$ cat config.mk
export PLATFORM = sky130hd
export DESIGN_NAME = voice_phase_scheduler
export DESIGN_NICKNAME = d
export VERILOG_FILES = /design/src/rtl/voice_phase_scheduler_pkg.sv /design/src/rtl/voice_phase_scheduler_phase_adder.sv /design/src/rtl/voice_phase_scheduler.sv
export SDC_FILE = /design/constraint.sdc
export NUM_CORES = 1
export LEC_CHECK = 0
export ABC_CLOCK_PERIOD_IN_PS = 3200
export CAP_MARGIN = 20
export CORE_ASPECT_RATIO = 0.6
export CORE_MARGIN = 2
export CORE_UTILIZATION = 57
export CTS_BUF_LIST = sky130_fd_sc_hd__clkbuf_2
export CTS_CLUSTER_SIZE = 24
export DETAILED_ROUTE_END_ITERATION = 8
export DONT_BUFFER_PORTS = 1
export HOLD_SLACK_MARGIN = 0.08
export PLACE_DENSITY = 0.75
export SLEW_MARGIN = 30
export SYNTH_ARGS = -nofsm -noshare
export SYNTH_HDL_FRONTEND = slang
export SYNTH_SLANG_ARGS = --single-unit
$ cat constraint.sdc
create_clock -name clk -period 3.2 [get_ports clk]
set_clock_uncertainty 0.1 [all_clocks]
set_input_delay 0.64 -clock clk [delete_from_list [all_inputs] [get_ports clk]]
set_output_delay 0.64 -clock clk [all_outputs]
set_load 0.02 [all_outputs]
$ cat src/rtl/voice_phase_scheduler_pkg.sv
// Shared types and constants for the voice phase scheduler.
// Fixed phase width, FSM encoding, output beat bundle, clog2 helper.
package voice_phase_scheduler_pkg;

  localparam int PHASE_W = 18;

  typedef enum logic {
    S_IDLE  = 1'b0,
    S_SWEEP = 1'b1
  } state_e;

  typedef struct packed {
    logic [PHASE_W-1:0] phase;
    logic               wrap;
  } beat_t;

  function automatic int clog2_f(input int n);
    int r;
    r = 0;
    while ((1 << r) < n) r++;
    return r;
  endfunction

endpackage

$ cat src/rtl/voice_phase_scheduler_phase_adder.sv
// Pure combinational PHASE_W-bit adder: sum = a + b + c_in, c_out = carry.
// Ports: a, b, c_in in; sum, c_out out.
module phase_adder
  import voice_phase_scheduler_pkg::*;
(
  input  logic [PHASE_W-1:0] a,
  input  logic [PHASE_W-1:0] b,
  input  logic               c_in,
  output logic [PHASE_W-1:0] sum,
  output logic               c_out
);

  assign {c_out, sum} = {1'b0, a}
                      + {1'b0, b}
                      + {{PHASE_W{1'b0}}, c_in};

endmodule

$ cat src/rtl/voice_phase_scheduler.sv
// Sweeps one shared adder over all voice phase accumulators per sample_tick.
// Ports: clk/reset_n, sample_tick, cfg_* writes; phase/voice/wrap stream, status.
module voice_phase_scheduler
  import voice_phase_scheduler_pkg::*;
#(
  parameter int NUM_VOICES = 8,
  parameter int VIDX_W     = clog2_f(NUM_VOICES)
) (
  input  logic              clk,
  input  logic              reset_n,
  input  logic              sample_tick,
  input  logic              cfg_we,
  input  logic              cfg_sync,
  input  logic [VIDX_W-1:0] cfg_voice,
  input  logic [PHASE_W-1:0] cfg_inc,
  output logic [PHASE_W-1:0] phase_out,
  output logic [VIDX_W-1:0] voice_out,
  output logic              wrap_out,
  output logic              phase_valid,
  output logic              busy,
  output logic              sweep_done,
  output logic              overrun
);

  localparam logic [VIDX_W-1:0] LAST =
    VIDX_W'(NUM_VOICES - 1);
  localparam logic [VIDX_W:0] NV =
    (VIDX_W + 1)'(NUM_VOICES);

  state_e            state_q, state_d;
  logic [VIDX_W-1:0] idx_q, idx_d;

  logic [PHASE_W-1:0] phase_q [NUM_VOICES];
  logic [PHASE_W-1:0] phase_d [NUM_VOICES];
  logic [PHASE_W-1:0] inc_q   [NUM_VOICES];
  logic [PHASE_W-1:0] inc_d   [NUM_VOICES];

  beat_t             beat_q, beat_d;
  logic [VIDX_W-1:0] voice_q, voice_d;
  logic              valid_q, valid_d;
  logic              done_q, done_d;
  logic              overrun_q, overrun_d;

  logic [PHASE_W-1:0] add_sum;
  logic               add_cout;
  logic               sweeping;
  logic               cfg_ok;

  assign sweeping = (state_q == S_SWEEP);
  assign cfg_ok   = ({1'b0, cfg_voice} < NV);

  phase_adder u_adder (
    .a     (phase_q[idx_q]),
    .b     (inc_q[idx_q]),
    .c_in  (1'b0),
    .sum   (add_sum),
    .c_out (add_cout)
  );

  always_ff @(posedge clk or negedge reset_n) begin
    if (!reset_n) begin
      state_q <= S_IDLE;
      idx_q   <= '0;
    end else begin
      state_q <= state_d;
      idx_q   <= idx_d;
    end
  end

  always_comb begin
    state_d = state_q;
    idx_d   = idx_q;
    unique case (state_q)
      S_IDLE: begin
        if (sample_tick) begin
          state_d = S_SWEEP;
          idx_d   = '0;
        end
      end
      S_SWEEP: begin
        if (idx_q == LAST) begin
          state_d = S_IDLE;
          idx_d   = '0;
        end else begin
          idx_d = idx_q + VIDX_W'(1);
        end
      end
      default: begin
        state_d = S_IDLE;
        idx_d   = '0;
      end
    endcase
  end

  always_comb begin
    phase_d   = phase_q;
    inc_d     = inc_q;
    beat_d    = beat_q;
    voice_d   = voice_q;
    valid_d   = 1'b0;
    done_d    = 1'b0;
    overrun_d = overrun_q | (sample_tick & sweeping);

    if (sweeping) begin
      phase_d[idx_q] = add_sum;
      beat_d.phase   = add_sum;
      beat_d.wrap    = add_cout;
      voice_d        = idx_q;
      valid_d        = 1'b1;
      done_d         = (idx_q == LAST);
    end

    // The add above reads inc_q, so a same-cycle write only
    // affects the next sweep.
    if (cfg_we && cfg_ok) begin
      inc_d[cfg_voice] = cfg_inc;
    end

    // Hard sync overrides a same-cycle add on that voice and
    // is reported as a wrap so the waveform stage resets too.
    if (cfg_sync && cfg_ok) begin
      phase_d[cfg_voice] = '0;
      if (sweeping && (cfg_voice == idx_q)) begin
        beat_d.phase = '0;
        beat_d.wrap  = 1'b1;
      end
    end
  end

  always_ff @(posedge clk or negedge reset_n) begin
    if (!reset_n) begin
      for (int i = 0; i < NUM_VOICES; i++) begin
        phase_q[i] <= '0;
        inc_q[i]   <= '0;
      end
      beat_q    <= '0;
      voice_q   <= '0;
      valid_q   <= 1'b0;
      done_q    <= 1'b0;
      overrun_q <= 1'b0;
    end else begin
      phase_q   <= phase_d;
      inc_q     <= inc_d;
      beat_q    <= beat_d;
      voice_q   <= voice_d;
      valid_q   <= valid_d;
      done_q    <= done_d;
      overrun_q <= overrun_d;
    end
  end

  assign phase_out   = beat_q.phase;
  assign wrap_out    = beat_q.wrap;
  assign voice_out   = voice_q;
  assign phase_valid = valid_q;
  assign sweep_done  = done_q;
  assign busy        = sweeping;
  assign overrun     = overrun_q;

endmodule

Yosys cells after proc, flatten, opt, wreduce, memory -nomap -nowiden
Cells that the tools add are included.
{"block": "word_totals", "reg_bits": 317, "inputBits": 26, "elab_cells": 68}
{"block": "op_classes", "add_sub_neg": 2, "order_cmp": 4, "eq_ne": 3, "muxes": 25, "n_bitwise": 7, "reduce_logical": 3}
{"op": "$bwmux W144", "count": 2}
{"op": "$mux W144", "count": 2}
{"op": "$and A144 B144 Y144", "count": 1}
{"op": "$not A144 Y144", "count": 1}
{"op": "$bmux W18 S3", "count": 2}
{"op": "$demux W18 S3", "count": 2}
{"op": "$mux W18", "count": 6}
{"op": "$mux W19", "count": 3}
{"op": "$add A18 B18 Y19", "count": 1}
{"op": "$ge A4 B4 Y1 const B", "count": 2}
{"op": "$lt A4 B1 Y1 const B", "count": 2}
{"op": "$not A3 Y4", "count": 2}
{"op": "$mux W3", "count": 2}
{"op": "$pmux W3 S2", "count": 1}
{"op": "$mux W1", "count": 4}
{"op": "$add A3 B1 Y3 const B", "count": 1}
{"op": "$eq A3 B3 Y1", "count": 1}
{"op": "$eq A3 B3 Y1 const B", "count": 1}
{"op": "$logic_and A1 B1 Y1", "count": 3}
{"op": "$ne A2 B2 Y1 const B", "count": 1}
{"op": "$pmux W1 S2", "count": 1}
{"op": "$and A1 B1 Y1", "count": 1}
{"op": "$not A1 Y1", "count": 1}
{"op": "$or A1 B1 Y1", "count": 1}

Depth between registers and ports, before layout
{"block": "logic_depth", "word_depth": 9, "ltp_mapped": 17, "depth_no_buf": 13}

Modules after synthesis
From an unflattened synthesis, not the netlist that was laid out.
{"block": "unflattened", "hier_cells": 1323, "hier_area_um2": 15677.5}
{"module": "voice_phase_scheduler", "n_inst": 1, "cells_each": 1202, "area_per_inst_um2": 14780.4, "seq_area_each_um2": 7932.6}
{"module": "phase_adder", "n_inst": 1, "cells_each": 121, "area_per_inst_um2": 897.1, "seq_area_each_um2": 0.0}

Worst setup path after synthesis
Ideal clock, no wire load.
{"block": "synth_timing", "path_kind": "register to register", "startpoint": "register idx_q[1]", "endpoint": "register beat_q, in the netlist wrap_out", "t_arrival_ns": 3.385, "slack_ns": -0.351, "path_stages_with_launch": 17, "n_path_buf": 3, "period_less_slack_ns": 3.551, "cell_sequence": "dfrtp_1 buf_2 buf_2 buf_2 mux2i_1 nor2_1 a21oi_1 o221ai_1 ha_1 inv_1 fa_1 nand2b_1 a211oi_1 o21a_1 o21ai_2 o311ai_0 o21a_1"}
{"element": "start, declared", "line": "voice_phase_scheduler.sv:31", "text": "logic [VIDX_W-1:0] idx_q, idx_d;"}
{"element": "start signal, assigned", "line": "voice_phase_scheduler.sv:66", "text": "idx_q <= idx_d;"}
{"element": "end signal, assigned", "line": "voice_phase_scheduler.sv:144", "text": "beat_q <= beat_d;"}
{"element": "end, declared", "line": "voice_phase_scheduler.sv:38", "text": "beat_t beat_q, beat_d;"}

==> reports/qor.txt <==
status = finished, violations left
failing checks = negative hold slack, negative setup slack
CP Capture Type = register
RSZ-0062 raised after global routing = yes
R2R cell count = 15
fmax = 0.273 GHz
part of the cycle the worst path needs = 114%
Finish-stage setup viols = 116
Post-synth EDFFs = 0
Layout area overhead = 24.0%
CP Launch Type = register
die area = 28,400 um^2
most common cell after layout, fill and taps aside = dfrtp_1
asr flop ratio synth = 100%
port bufs = 0
Worst EP arrival = 4.42 ns
#FFs+latches synth = 317
Max Cap Viol = 0
htree depth = 3
syn_area_per_cell = 10.6 um^2
core area = 26,500 um^2
FP Rows = 46
Post-DP HPWL = 30,800 um
Seq/Total Area, Yosys = 51.6%
vias per cell = 6.38
Die Span X = 216 um
Synth Net Count = 1,494
reg2reg setup slack = -0.46 ns
initial drt markers = 1,637
drc violations = 0
Synth area leaders = dfrtp_1 (52%), mux2_2 (14%), nand2_1 (5.2%)
HP Class = input pin to asynchronous set/reset pin
GR Util All Layers = 33.4%
fraction of layout cells with a size suffix above 1 = 38.9%
worst setup path startpoint = idx_q[1]
clk buf depth = 3
Reg area = 7940 um^2
vias in the first global route = 12,656
r2r endpoint = phase_q[52]
DR vias = 13,101
ANT nets after route = 0
Synth area leader = dfrtp_1
most frequent cells in the layout = dfrtp_1 (314), nand2_1 (204), mux2_2 (196)
CP max FO = 7
worst relative slew slack = 30.1%
total of warnings raised by yosys = 0
cts bufs inserted = 74
clock latency on the worst-skew pair = 1.04 ns
setup ws final = -0.464 ns
count of cell types in the netlist = 57
min cycle time layout = 3.66 ns
CTS tree = yes
area of the multi-input gates = 7990 um^2
Die H = 131 um
first-pass GRT wire length = 73,300 um
routed wire length = 48,700 um
largest net degree at the start of global routing = 318
Main synth FF type = dfrtp_1
worst hold-check slack = -0.790 ns
Setup Crit Path Kind = register to register
NumNets Final = 1,687
routability-driven placement congestion ratio = 0.927
final hold violation count = 317
Clock Sinks = 317
Max Slew Vio Count = 0
Synth Instances = 1,447
worst-margin pin slew = 1.04 ns
crit path to = phase_q[52]
WL/cell = 23.7 um
initial antenna violation count = 1
Starting Density = 58.1%
pre-CTS WS = -0.631 ns
Netlist Area Pre-Place = 15,400 um^2
CP required = 3.96 ns
post-synth top area share = 51.6%
worst reg2reg path startpoint = idx_q[1]
total gr overflow = 0
Pre-antenna DRT Iters = 5
Worst-path clk slew = 0.13 ns
Root Buffer = clkbuf_2
filler cell count = 1,841
I/O pin cnt = 52
-- metrics by stage --
| step | TNS, ns | hold WS, ns | utilization, % | cells | instance area [um^2] |
|---|---|---|---|---|---|
| CTS | -31.88 | -0.820 | 69.1 | 2028 | 18300 |
| detailed placement | -58.45 | 0.256 | 63.1 | 1856 | 16700 |
| global placement | -47.11 | 0.256 | 63.1 | 1856 | 16700 |
| global route | -47.14 | -0.873 | 72.0 | 2053 | 19100 |
| floorplan | -0.704 | 0.244 | - | 1447 | 15500 |
| finish | -39.01 | -0.790 | 72.1 | 2055 | 19100 |
-- cell type report --
type,count,area share [%]
antenna,2,0.0262
multi-input combinational,1028,41.9
timing repair buffer,209,10.1
clock buffer,107,2.81
tap,360,2.36
inverter,10,0.197
sequential,317,41.6
clock inverter,22,1.00
-- cells in the mapped netlist, types with 4 or more instances --
cell type and n:
mux2_2 198, a211oi_1 13, dfrtp_1 317, xnor2_1 8, a221o_1 5, ha_1 20, mux2i_1 46, o2bb2ai_1 7
and3_1 8, a22oi_1 29, buf_1 7, or3_1 4, clkbuf_1 47, o22ai_1 12, nor3_1 6, nand3_1 58
a21oi_1 119, o221ai_1 9, nor2_1 73, nand2_1 215, buf_2 41, nor2b_1 4, inv_1 9, nand2b_1 11
a22o_1 6, nand4_1 4, o21ai_0 81, a221oi_1 24, xor2_1 4, a21o_1 5, and2_1 4, o22a_1 8
-- logic make-up (layout without fill, tap and decap cells) --
group,count (synthesis),after routing,share of synthesized area (%)
adder cells (fa/ha/maj),21,21,1.76
AND/OR/NAND/NOR,399,402,11.1
multiplexers,246,246,17.8
flip-flops,317,317,51.6
buffers and inverters,106,348,2.97
XOR/XNOR,12,12,0.683
other,0,2,0
AO/OA/AOI/OAI,346,347,14.1
-- registers in the layout, indices dropped and copies added (netlist names) --
name and flops:
overrun 1, phase_q 144, wrap_out 1, inc_q 144, phase_valid 1, idx_q 3, phase_out 18, sweep_done 1
busy 1, voice_out 3
-- how the worst min path moves through the flow --
stage	end	cells past startpoint	startpoint	slack, ns
floorplan	busy	0	reset_n	0.24
global placement	phase_q[88]	0	reset_n	0.26
detailed placement	phase_q[88]	0	reset_n	0.26
CTS	phase_q[99]	0	reset_n	-0.82
global route	phase_q[117]	0	reset_n	-0.87
finish	phase_q[71]	0	reset_n	-0.79
-- worst max-delay path, stage by stage, from the launching register on --
cell      delay [ns]
dfrtp_4         0.53
buf_6           0.15
buf_12          0.14
nor2_1          0.13
buf_4           0.20
buf_4           0.18
a221oi_2        0.07
o22ai_1         0.26
ha_1            0.36
a21oi_2         0.19
o21ai_2         0.10
o21a_1          0.23
buf_12          0.15
or4_4           0.47
nand3_4         0.15
o21ai_1         0.08
-- what timing repair did --
item | CTS | global route
hold buffers | 26 | 1
cloned | 4 | 5
endpoints found under the setup margin | 136 | 127
buffers inserted | 14 | 20
resized for setup | 107 | 136
endpoints found under the hold margin | 562 | 320
pin swaps | 17 | 44
-- per-layer routing --
metal  vias to the layer above  share of wire (%)  track usage, %
met3                       135                9.4            7.36
met2                       703                 43            46.5
met1                      6597                 45            51.6
met4                         0                2.6            10.9
met5                         -                  0               0
li1                       5666                  -               -
Power is not shown: default switching activity piles up to over one toggle a cycle in this logic, so the estimate is an artifact.
